[config.mk]
export PLATFORM = sky130hd
export DESIGN_NAME = multicycle_ctrl
export DESIGN_NICKNAME = d
export VERILOG_FILES = /design/src/rtl/multicycle_ctrl.sv
export SDC_FILE = /design/constraint.sdc
export NUM_CORES = 1
export LEC_CHECK = 0
export CORE_ASPECT_RATIO = 0.9
export CORE_MARGIN = 3
export CORE_UTILIZATION = 45
export CTS_CLUSTER_DIAMETER = 80
export DETAILED_ROUTE_END_ITERATION = 8
export DONT_BUFFER_PORTS = 1
export GPL_ROUTABILITY_DRIVEN = 0
export HOLD_SLACK_MARGIN = 0.1
export PLACE_DENSITY_LB_ADDON = 0.08
export REMOVE_ABC_BUFFERS = 1
export SETUP_SLACK_MARGIN = 0.3
export SLEW_MARGIN = 40
export SYNTH_ARGS = -nofsm -noshare
export SYNTH_HDL_FRONTEND = slang
export SYNTH_SLANG_ARGS = --single-unit
[constraint.sdc]
create_clock -name clk -period 2.1 [get_ports clk]
set_clock_uncertainty 0.15 [all_clocks]
set_input_delay 0.525 -clock clk [delete_from_list [all_inputs] [get_ports clk]]
set_output_delay 0.525 -clock clk [all_outputs]
set_load 0.05 [all_outputs]
[src/rtl/multicycle_ctrl.sv]
// ============================================================================
//  multicycle_ctrl : FETCH/DECODE/EXEC/MEM/WB sequencer for a multi-cycle
//                    RV32I datapath sharing one memory port.
//  Revision 1.0
// ============================================================================
`default_nettype none

module multicycle_ctrl #(
  parameter int TIMEOUT = 16,
  parameter int CNT_W   = 32
) (
  input  logic             clk,
  input  logic             rst,
  input  logic [6:0]       opcode_i,
  input  logic             alu_zero_i,
  input  logic             mem_ready_i,
  output logic             mem_req_o,
  output logic             mem_we_o,
  output logic             addr_sel_o,
  output logic             ir_we_o,
  output logic             pc_we_o,
  output logic             pc_src_o,
  output logic             alu_src_o,
  output logic [1:0]       alu_op_o,
  output logic             reg_we_o,
  output logic             mem_to_reg_o,
  output logic             retire_o,
  output logic [CNT_W-1:0] retired_cnt_o,
  output logic             trap_o,
  output logic             bus_err_o
);

  localparam int TMO_W = (TIMEOUT < 2) ? 1 : $clog2(TIMEOUT + 1);

  typedef enum logic [2:0] {
    S_FETCH  = 3'd0,
    S_DECODE = 3'd1,
    S_EXEC   = 3'd2,
    S_MEM    = 3'd3,
    S_WB     = 3'd4,
    S_TRAP   = 3'd7
  } state_e;

  typedef enum logic [2:0] {
    C_R, C_I, C_LOAD, C_STORE, C_BRANCH, C_ILL
  } cls_e;

  state_e           state_q, state_d;
  cls_e             cls_q, cls_d, cls_dec;
  logic [TMO_W-1:0] tmo_q, tmo_d;
  logic [CNT_W-1:0] cnt_q;
  logic             trap_q, bus_err_q;

  logic       mem_req, mem_we, addr_sel, ir_we, pc_we, pc_src, alu_src;
  logic [1:0] alu_op;
  logic       reg_we, mem_to_reg, retire, tmo_wait, tmo_hit;

  always_comb begin
    unique case (opcode_i)
      7'b0110011: cls_dec = C_R;
      7'b0010011: cls_dec = C_I;
      7'b0000011: cls_dec = C_LOAD;
      7'b0100011: cls_dec = C_STORE;
      7'b1100011: cls_dec = C_BRANCH;
      default:    cls_dec = C_ILL;
    endcase
  end

  always_comb begin
    state_d    = state_q;
    cls_d      = cls_q;
    mem_req    = 1'b0;
    mem_we     = 1'b0;
    addr_sel   = 1'b0;
    ir_we      = 1'b0;
    pc_we      = 1'b0;
    pc_src     = 1'b0;
    alu_src    = 1'b0;
    alu_op     = 2'b00;
    reg_we     = 1'b0;
    mem_to_reg = 1'b0;
    retire     = 1'b0;
    tmo_wait   = 1'b0;
    tmo_hit    = 1'b0;

    unique case (state_q)
      S_FETCH: begin
        mem_req = 1'b1;
        if (mem_ready_i) begin
          ir_we   = 1'b1;
          pc_we   = 1'b1;
          state_d = S_DECODE;
        end else begin
          tmo_wait = 1'b1;
        end
      end
      S_DECODE: begin
        cls_d   = cls_dec;
        state_d = (cls_dec == C_ILL) ? S_TRAP : S_EXEC;
      end
      S_EXEC: begin
        unique case (cls_q)
          C_R: begin
            alu_op  = 2'b10;
            state_d = S_WB;
          end
          C_I: begin
            alu_src = 1'b1;
            alu_op  = 2'b10;
            state_d = S_WB;
          end
          C_LOAD, C_STORE: begin
            alu_src = 1'b1;
            state_d = S_MEM;
          end
          C_BRANCH: begin
            alu_op  = 2'b01;
            pc_we   = alu_zero_i;
            pc_src  = alu_zero_i;
            retire  = 1'b1;
            state_d = S_FETCH;
          end
          default: state_d = S_TRAP;
        endcase
      end
      S_MEM: begin
        mem_req  = 1'b1;
        addr_sel = 1'b1;
        mem_we   = (cls_q == C_STORE);
        alu_src  = 1'b1;
        if (mem_ready_i) begin
          if (cls_q == C_STORE) begin
            retire  = 1'b1;
            state_d = S_FETCH;
          end else begin
            state_d = S_WB;
          end
        end else begin
          tmo_wait = 1'b1;
        end
      end
      S_WB: begin
        reg_we     = 1'b1;
        mem_to_reg = (cls_q == C_LOAD);
        retire     = 1'b1;
        state_d    = S_FETCH;
      end
      default: state_d = S_TRAP;
    endcase

    // A ready on the final allowed cycle is not a wait cycle, so it never traps.
    if (TIMEOUT != 0 && tmo_wait && tmo_q == TMO_W'(TIMEOUT - 1)) begin
      tmo_hit = 1'b1;
      state_d = S_TRAP;
    end

    if (state_d != state_q) tmo_d = '0;
    else if (tmo_wait)      tmo_d = tmo_q + TMO_W'(1);
    else                    tmo_d = tmo_q;
  end

  always_ff @(posedge clk) begin
    if (rst) begin
      state_q   <= S_FETCH;
      cls_q     <= C_R;
      tmo_q     <= '0;
      cnt_q     <= '0;
      trap_q    <= 1'b0;
      bus_err_q <= 1'b0;
    end else begin
      state_q <= state_d;
      cls_q   <= cls_d;
      tmo_q   <= tmo_d;
      if (retire)            cnt_q     <= cnt_q + CNT_W'(1);
      if (state_d == S_TRAP) trap_q    <= 1'b1;
      if (tmo_hit)           bus_err_q <= 1'b1;
    end
  end

  // Registers only clear at the edge, so outputs are forced low while rst is high.
  assign mem_req_o     = mem_req    & ~rst;
  assign mem_we_o      = mem_we     & ~rst;
  assign addr_sel_o    = addr_sel   & ~rst;
  assign ir_we_o       = ir_we      & ~rst;
  assign pc_we_o       = pc_we      & ~rst;
  assign pc_src_o      = pc_src     & ~rst;
  assign alu_src_o     = alu_src    & ~rst;
  assign alu_op_o      = alu_op     & {2{~rst}};
  assign reg_we_o      = reg_we     & ~rst;
  assign mem_to_reg_o  = mem_to_reg & ~rst;
  assign retire_o      = retire     & ~rst;
  assign retired_cnt_o = rst ? '0 : cnt_q;
  assign trap_o        = trap_q     & ~rst;
  assign bus_err_o     = bus_err_q  & ~rst;

endmodule

`default_nettype wire

==> out/results.txt <==
Global-route wire length before repair: 12,800 µm
Share of cells above drive strength 1: 53.5%
Number of vias per cell: 5.66
Max-cap viol count: 0
Die ar.: 7010 µm²
FP Rows: 26
Synth Flop Type: dfxtp_1
DRT iter0 DRCs: 179
Distinct cells, synth: 57
Reg-to-reg slack, setup: -180 ps
Endpoints failing setup: 33
Number of enable flip-flop cells after synthesis: 0
Worst Slack Setup Final: -237 ps
Largest net degree at the start of global routing: 85
WHS: 146 ps
Clock Path Buffers: 2
Initial Util: 47.2%
Worst-path clk slew: 80 ps
Overall die width: 87.9 µm
Area of the multi-input gates: 2150 µm²
Placed instance count: 484
Avg Cell Area, Syn: 8.02 µm²
Worst Setup Start Kind: flip-flop
Worst slew pin tran: 488 ps
Period utilisation layout: 111%
Final min period: 2340 ps
Vias in the first global route: 2,765
Outcome: finished, violations left
Failing checks: setup timing
Post-Syn Instances: 339
TritonRoute pass-1 iters: 4
Peak VDD IR: 0.000564 V
Fin nets: 466
Core Util, Final: 77.0%
Mapped Area: 2720 µm²
Clock sink count: 45
Antenna-violating nets left: 0
Num CTS Buffers: 5
TritonCTS clock tree: done
GRT Overall Usage: 23.0%
RSZ-0062 raised after global routing: yes
Grt total ovfl: 0
Ys Warns: 0
Initial antenna violation count: 0
Final Hold Fails: 0
Worst slew margin: 67.1%
I/O pin total: 57
DRC viols: 0
CP Class: flip-flop to primary output
DR WL/cell: 15.5 µm
Area grow syn2layout: 63.1%
Crit path capture type: primary output
Worst hold path type: primary input to flip-flop
Post-synthesis sequential area ratio: 33.1%
Core Area: 5760 µm²
Static leakage power: 1.72 nW
Die H: 79.7 µm
Register area: 933 µm²
Async SR Flop Fraction: 0%
Layout fillers: 392
Worst Path Arrival: 1660 ps
Flops & latches, synth: 45
Routed via count: 2,953
CP required: 1420 ps
Pins over their slew limit: 0
Clk_lat worst skew: 290 ps
Fmax: 428 MHz
H-tree depth: 2
CP Max Fanout: 4
I/O Buffers: 0
HPWL after detailed placement: 5030 µm
Total wire length: 8120 µm
Number of diodes: 0
Fin cells: 522
Power per cell area: 825 nW/µm²
Root buf cell: clkbuf_8
==> placed cells by master (no fill, tap or decap), types with 7 or more instances in the layout <==
master   count
buf_4       79
buf_6       44
nor2_1      31
dfxtp_1     25
a21oi_1     20
nor2b_1     18
nand2_1     17
dfxtp_2     17
o21ai_0     16
xor2_1      11
nor2b_2     10
nand3_1     10
inv_1        7
or4_1        7
==> routing by layer <==
metal  track usage (%)  vias to the layer above  wire, µm
li1                  -                     1444         -
met1              30.9                     1415      3630
met2              37.3                       77      3980
met3              3.61                       17       349
met4              7.36                        0       151
met5                 0                        -         0
==> Yosys cell counts (all sizes together) (3+ instances only) <==
| library cell | instances | share of area, % |
|---|---|---|
| a21oi | 26 | 4.8 |
| buf | 8 | 1.6 |
| clkbuf | 12 | 1.7 |
| dfxtp | 45 | 33 |
| ha | 3 | 1.4 |
| inv | 9 | 1.2 |
| mux2 | 5 | 2.1 |
| nand2 | 17 | 2.3 |
| nand2b | 4 | 0.92 |
| nand3 | 11 | 2.0 |
| nand4 | 8 | 2.6 |
| nor2 | 41 | 5.8 |
| nor2b | 31 | 7.1 |
| nor3 | 14 | 2.6 |
| nor3b | 4 | 1.1 |
| nor4 | 5 | 1.7 |
| o2111ai | 3 | 0.97 |
| o211ai | 4 | 1.6 |
| o21ai | 21 | 3.9 |
| o31ai | 4 | 1.1 |
| or3 | 9 | 2.1 |
| or3b | 3 | 1.1 |
| or4 | 9 | 2.6 |
| xor2 | 12 | 3.9 |
==> report_power, final <==
part,total [mW],leakage (nW),switching (mW),internal (mW)
sequential,1.03,0.374,0.0838,0.944
clock,0.548,0.0443,0.286,0.262
combinational,2.08,1.30,1.08,1.00
total,3.66,1.72,1.45,2.21
==> final timing paths <==
path                   start         to  depth (start not counted)
hold reg to reg    bus_err_q  bus_err_q                          2
setup / recovery  state_q[1]   retire_o                          6
setup reg to reg  state_q[1]   cnt_q[7]                          8
hold / removal           rst  bus_err_q                          1
==> per-stage QoR <==
step	area [µm²]	setup TNS, ps	worst slack, ps	power, mW
floorplan	2630	-21900	-2080	1.81
global placement	3470	-1210	-171	2.33
detailed placement	3470	-2340	-196	2.34
CTS	4050	-3650	-264	3.32
global route	4430	-5750	-282	3.85
finish	4430	-3420	-237	3.66
==> critical path, cell delays in order (launching register included) <==
cell,delay [ps]
dfxtp_4,370
or3b_4,390
o32ai_4,170
buf_12,150
nor2_4,30
nor2_2,90
buf_6,160
==> final cells by class <==
| type | count | area share [%] |
|---|---|---|
| multi-input combinational | 265 | 48.6 |
| tap | 70 | 1.98 |
| inverter | 9 | 0.762 |
| sequential | 45 | 21.0 |
| clock buffer | 7 | 1.95 |
| timing repair buffer | 126 | 25.7 |
==> sequential cells by signal, indices dropped and copies added (netlist names) <==
register / count
tmo_q: 5
state_q: 3
trap_q: 1
cls_q: 3
bus_err_q: 1
cnt_q: 32
==> cell families (layout without fill, tap and decap cells) <==
family | count (synthesis) | in the layout | share of synthesized area [%]
buffers and inverters | 29 | 142 | 4.51
flip-flops | 45 | 45 | 33.1
XOR/XNOR | 14 | 14 | 4.51
AO/OA/AOI/OAI | 70 | 70 | 17.4
AND/OR/NAND/NOR | 172 | 172 | 36.6
adder cells (fa/ha/maj) | 3 | 3 | 1.38
multiplexers | 6 | 6 | 2.44
==> repair_timing <==
item / 4_1_cts / 5_1_grt
cloned: 0 / 0
pin swaps: 29 / 21
buffers inserted: 16 / 15
hold buffers: 0 / 0
endpoints found under the setup margin: 53 / 72
resized for setup: 92 / 73
Note: power is estimated with default switching activity, not from simulation.
